File: src/rtl/expansion.sv
// ============================================================================
//  Module   : expansion
//  Purpose  : Envelope-driven downward expander, one sample per 5-cycle pass.
//  Revision : 1.0
// ============================================================================
`default_nettype none

module expansion #(
    parameter int SAMPLING_RATE = 24000,
    parameter int THRESH_LOG2   = 8
) (
    input  logic               clock,
    input  logic               reset,
    input  logic               start,
    input  logic signed [11:0] incoming_sample,
    input  logic        [1:0]  expansion_amount,
    input  logic               enable,
    output logic signed [11:0] modified_sample,
    output logic               done,
    output logic               busy
);

    typedef enum logic [2:0] {
        IDLE     = 3'd0,
        ENVELOPE = 3'd1,
        GAIN     = 3'd2,
        APPLY    = 3'd3,
        DONE     = 3'd4
    } state_t;

    localparam logic [10:0] THRESH  = 11'(1 << THRESH_LOG2);
    localparam logic [4:0]  T_WIDTH = 5'(THRESH_LOG2);

    // SAMPLING_RATE is informational; no logic depends on it.
    if (SAMPLING_RATE <= 0) begin : g_rate_informational
    end

    state_t             state;
    state_t             next_state;
    logic signed [11:0] x_lat;
    logic        [1:0]  amt_lat;
    logic               en_lat;
    logic        [10:0] env;
    logic        [3:0]  shift;

    logic        [11:0] neg_x;
    logic        [10:0] mag;
    logic        [10:0] rel_diff;
    logic        [10:0] rel_step;
    logic        [10:0] env_next;
    logic        [3:0]  msb;
    logic        [4:0]  diff5;
    logic        [6:0]  prod;
    logic        [3:0]  shift_next;
    logic signed [11:0] shifted;

    always_comb begin
        next_state = state;
        case (state)
            IDLE:     if (start) next_state = ENVELOPE;
            ENVELOPE: next_state = GAIN;
            GAIN:     next_state = APPLY;
            APPLY:    next_state = DONE;
            DONE:     next_state = IDLE;
            default:  next_state = IDLE;
        endcase
    end

    // Magnitude saturates -2048 to 2047; release step never underflows env.
    always_comb begin
        neg_x    = -x_lat;
        mag      = (x_lat == 12'sh800) ? 11'd2047
                 : (x_lat[11] ? neg_x[10:0] : x_lat[10:0]);
        rel_diff = env - mag;
        rel_step = rel_diff >> 4;
        if (mag >= env)
            env_next = mag;
        else if (rel_step != 11'd0)
            env_next = env - rel_step;
        else
            env_next = env - 11'd1;
    end

    always_comb begin
        msb = 4'd0;
        for (int i = 0; i < 11; i++) begin
            if (env[i]) msb = 4'(i);
        end
        diff5 = (env == 11'd0) ? (T_WIDTH + 5'd1) : (T_WIDTH - {1'b0, msb});
        prod  = {2'b00, diff5} * {5'b00000, amt_lat};
        if (env >= THRESH || !en_lat || amt_lat == 2'b00)
            shift_next = 4'd0;
        else if (prod > 7'd11)
            shift_next = 4'd11;
        else
            shift_next = prod[3:0];
        shifted = x_lat >>> shift;
    end

    always_ff @(posedge clock or negedge reset) begin
        if (!reset) begin
            state           <= IDLE;
            x_lat           <= '0;
            amt_lat         <= '0;
            en_lat          <= 1'b0;
            env             <= '0;
            shift           <= '0;
            modified_sample <= '0;
        end else begin
            state <= next_state;
            case (state)
                IDLE: begin
                    if (start) begin
                        x_lat   <= incoming_sample;
                        amt_lat <= expansion_amount;
                        en_lat  <= enable;
                    end
                end
                ENVELOPE: env   <= env_next;
                GAIN:     shift <= shift_next;
                APPLY:    modified_sample <= (shift >= 4'd11) ? 12'sd0 : shifted;
                default: ;
            endcase
        end
    end

    assign done = (state == DONE);
    assign busy = (state != IDLE);

endmodule

`default_nettype wire

File: config.mk
export PLATFORM = sky130hd
export DESIGN_NAME = expansion
export DESIGN_NICKNAME = d
export VERILOG_FILES = /design/src/rtl/expansion.sv
export SDC_FILE = /design/constraint.sdc
export NUM_CORES = 1
export LEC_CHECK = 0
export ABC_AREA = 0
export CAP_MARGIN = 20
export CORE_UTILIZATION = 55
export CTS_CLUSTER_DIAMETER = 30
export DETAILED_ROUTE_END_ITERATION = 8
export GPL_TIMING_DRIVEN = 0
export MAX_ROUTING_LAYER = met4
export PLACE_DENSITY_LB_ADDON = 0.15
export SYNTH_ARGS = -nofsm -noshare
export SYNTH_HDL_FRONTEND = slang
export SYNTH_SLANG_ARGS = --single-unit
export TNS_END_PERCENT = 50
File: constraint.sdc
create_clock -name clock -period 8.75 [get_ports clock]
set_clock_uncertainty 0.05 [all_clocks]
set_input_delay 2.1875 -clock clock [delete_from_list [all_inputs] [get_ports clock]]
set_output_delay 2.1875 -clock clock [all_outputs]
set_load 0.005 [all_outputs]
* Word-level counts from Yosys, hierarchy flattened
Cells that the tools add are included.
** Cells by class
- Mux-type cells :: 20
- Shift-type cells :: 1
- Eq/ne operators :: 6
- Add/sub/neg operators :: 5
- Order comparisons :: 4
- Reduce and logical (&&, ||, !) cells :: 9
- Multipliers :: 1
** Operator list (number)
- $mux W11 :: 4
- $mux W4 :: 11
- $eq A12 B12 Y1 const B :: 1
- $mux W12 :: 1
- $pmux W3 S4 :: 1
- $sshr A12 B4 Y12 :: 1
- $ge A11 B11 Y1 :: 1
- $ge A11 B9 Y1 const B :: 1
- $logic_not A11 Y1 :: 1
- $neg A11 Y11 :: 1
- $reduce_bool A11 Y1 :: 1
- $sub A11 B1 Y11 const B :: 1
- $sub A11 B11 Y11 :: 1
- $sub A11 B7 Y11 :: 1
- $gt A7 B4 Y1 const B :: 1
- $mul A5 B2 Y7 :: 1
- $eq A3 B2 Y1 const B :: 2
- $mux W5 :: 1
- $sub A4 B4 Y5 const A :: 1
- $ge A4 B4 Y1 const B :: 1
- $eq A3 B1 Y1 const B :: 1
- $eq A3 B3 Y1 const B :: 1
- $logic_not A3 Y1 :: 1
- $mux W3 :: 1
- 7 further kinds :: 8
** Word-level totals
- Output and inout bits :: 14
- Flip-flop bits (word level) :: 45
- Bits of input ports :: 18
- Word-level logic and storage cells :: 53

* Longest topological paths before layout
- Depth after elaboration :: 16
- Mapped depth :: 25
- Depth with buffers taken out :: 25

* Worst setup path before layout
Ideal clock, no wire load.
- Path kind :: register to register
- From :: reg x_lat[2]
- To :: reg env[10]
- Path buffers :: 0
- Setup time :: 0.126 ns
- Data required time :: 8.574 ns
- Cell stages (with the launch flop) :: 22
- Period minus slack after synthesis :: 5.082 ns
- Setup slack :: 3.668 ns
- Arrival time :: 4.905 ns
- Cells stage by stage :: dfrtp_1 > or3_1 > or3_1 > a31oi_1 > o22ai_1 > ha_1 > a211oi_1 > nor2_1 > nor2_1 > o21ai_0 > a2111oi_0 > a31o_2 > a41o_1 > ha_1 > inv_1 > fa_1 > a21oi_1 > o21ai_1 > o31ai_1 > nand2b_1 > or4_4 > a311o_1
** On the way
- Cells in the longest elaborated chain, start to end :: 7
- Elaborated cells on any way between the ends :: 10
- Classes of those cells :: add/sub: 3; order compare: 1; eq/ne: 1; mux: 4; reduce/logical: 1
** Ends and longest elaborated chain
- start, declared :: line 40 : logic signed [11:0] x_lat;
- start signal, assigned :: line 114 : x_lat <= incoming_sample;
- $neg A11 Y11 :: line 71 : neg_x = -x_lat;
- $mux W11 :: line 73 : : (x_lat[11] ? neg_x[10:0] : x_lat[10:0]);
- $mux W11 (*) :: line 72 : mag = (x_lat == 12'sh800) ? 11'd2047
- $sub A11 B11 Y11 :: line 74 : rel_diff = env - mag;
- $sub A11 B7 Y11 or $reduce_bool A11 Y1 (tied branches) :: line 79, 78
- $mux W11 :: line 78 : else if (rel_step != 11'd0)
- $mux W11 (*) :: line 76 : if (mag >= env)
- end signal, assigned :: line 119 : ENVELOPE: env <= env_next;
- end, declared :: line 43 : logic [10:0] env;
Mark *: on every way between the ends. The rest lies on a longest branch, timed or not.
A chain may end at the register's enable or synchronous reset.

* Worst setup path after layout
- From :: reg x_lat[6]
- To :: reg env[10]
Same word-level chain as after synthesis.

==> metrics <==
clk buf depth=2; setup TNS=0 ns; Worst Reg-to-Reg Cells=24; async set-or-reset flop fraction in the synthesized netlist=between 90% and 100%; DRC violations left=0; Hold Vio Cnt, Final=0; Max-cap violations=0; Chip Width=about 83 µm; Seq cells post-synth=45; sequential share of the synthesized area=between 30% and 40%; vias in the first global route=roughly 3200; GR Overflow Total=0; fraction of layout instances using a drive strength above 1=12.0%; DR WL/cell=16.3 µm; crit-path max FO=9; clock sinks=45; critical path launch point=x_lat[6]; initial antenna violation count=0; Data arrival, critical path=5.91 ns; commonest non-fill, non-tap cell in the layout=dfrtp_1; Filler Cells Inserted=around 520; Least-Margin Pin Slew=0.581 ns; yosys warns=0; synthesized cell area=about 3600 µm²; DRT Wirelength=approximately 8.6 mm; diodes inserted=0; placed cell count=approximately 520; Post-synth EDFFs=0; Final WS setup=around 3.0 ns; hold path depth=2; Core Box Area=6350 µm²; CP Capture Type=flip-flop; PortBufs=31; CP Class=flip-flop to flip-flop; HP Class=flip-flop to flip-flop; chip height=a little over 80 µm; Post-Layout Cell Count=approximately 530; RSZ-0062 raised after global routing=no; clock root buffer=clkbuf_8; drt pass-1 iters=4; Num CTS Buffers=5; first-pass GRT wire length=~15 mm; Fmax achieved=~0.17 GHz; crit start category=flip-flop; via count=~3200; largest net degree at the start of global routing=31; Final ANT Viol Nets=0; Starting Density=~57%; Critical Path RT=~8.9 ns; post-CTS setup buffers=0; Synth Area per Inst=8.84 µm²; Mapped Nets=about 450; Main synth FF type=dfrtp_1; post-layout net count=roughly 490; clk slew on worst S/H paths=about 0.090 ns; Max Transition Viols Final=0; DPL Wire Length=~6.7 mm; Final Cycle Share=65.9%; most frequent cells in the layout=dfrtp_1, nor2_1, nand2_1; pre-CTS WS=3.08 ns; Slew Limit Headroom=between 60 and 70%; Final GP Congestion=0.970; synthesized instance count=around 400; num rows=29; CTS tree=built; via/cell ratio=around 6; Clock H-tree levels=2; I/O pins=32; status=complete, no violations; reg2reg setup slack=2.98 ns; number of DRC markers in iteration 0=128; Clock Latency Late Sink=about 0.30 ns; cts hold-fix bufs=0; Total GRT Usage=between 20% and 30%; Worst R2R End=env[10]; Area Growth Syn to Fin=14.7%; PostCTS Resize Cnt=0; Worst Setup EP=env[10]; die area=between 6000 and 7000 µm²; setup violators final=0; minimum clock period after layout=5.77 ns; Distinct cells, synth=61; worst r2r src=x_lat[6]
[metal layers]
metal	global-route usage, %	routed length, µm
met5	-	0
met4	11.0	256
met3	4.27	338
met2	46.1	4220
met1	35.2	3770
[Yosys cell counts (all sizes together) (9+ instances only)]
| cell type | number | area (µm²) |
|---|---|---|
| a21oi | 25 | 129 |
| buf | 9 | 62.6 |
| clkbuf | 9 | 33.8 |
| dfrtp | 45 | 1130 |
| ha | 24 | 300 |
| inv | 18 | 67.6 |
| mux2 | 18 | 203 |
| nand2 | 37 | 139 |
| nor2 | 39 | 151 |
| nor2b | 10 | 62.6 |
| o21a | 10 | 75.1 |
| o21ai | 33 | 165 |
| xnor2 | 9 | 78.8 |
[worst max-delay path, cell delays in order, from the launching register on]
cell	delay (ns)
dfrtp_1	0.37
clkbuf_1	0.21
nor3_1	0.29
nand2_1	0.11
nor2_2	0.28
o21ai_0	0.14
nor2_1	0.12
a21oi_1	0.08
ha_1	0.32
o21ai_1	0.12
a21oi_1	0.08
nor2_1	0.21
o21ai_0	0.23
a2111oi_0	0.43
a31o_2	0.18
a41o_1	0.17
ha_1	0.16
inv_1	0.05
fa_1	0.39
a21oi_1	0.20
o21ai_1	0.13
o31ai_1	0.38
nand2b_1	0.16
or4_4	0.43
a311o_1	0.36
[layout make-up]
cell class	count	area, µm²	share of cell area (%)
plain buffers	18	96.3	2.32
well taps	77	96.3	2.32
clock inverters	2	35.0	0.845
repair buffers	33	333	8.02
inverters	18	67.6	1.63
flip-flops and latches	45	1130	27.1
clock buffers	5	68.8	1.66
multi-input cells	328	2320	56.0
[worst min-delay path by stage]
stage / start / endpoint / slack [ns]
detailed placement: modified_sample[10] / modified_sample[10] / 0.42
floorplan: modified_sample[11] / modified_sample[11] / 0.42
CTS: modified_sample[10] / modified_sample[10] / 0.44
finish: modified_sample[10] / modified_sample[10] / 0.43
global placement: modified_sample[9] / modified_sample[9] / 0.41
global route: modified_sample[9] / modified_sample[9] / 0.46
[metrics by stage]
step	utilization, %	hold slack, ns	area, µm²
after detailed placement	63.6	0.420	4040
final	65.3	0.428	4150
after global placement	63.3	0.414	4020
after global routing	65.3	0.465	4150
after CTS	65.2	0.439	4140
after floorplan	-	0.421	3610
[cell families after synthesis]
kind of cell               count (synthesis)  synth area share [%]
xor gates and xnor gates                  12                  2.91
adders and majority gates                 26                  9.42
muxes                                     28                  10.5
and+or+nand+nor                          145                  20.4
buffers and inverters                     36                  4.53
AOI/OAI and AO/OA                        117                  21.2
DFF                                       45                  31.2
[registers in the layout, indices dropped and copies added (netlist names)]
| register | count |
|---|---|
| amt_lat | 2 |
| en_lat | 1 |
| env | 11 |
| modified_sample | 12 |
| shift | 4 |
| state | 3 |
| x_lat | 12 |
Power is not shown: default switching activity piles up to over one toggle a cycle in this logic, so the estimate is an artifact.
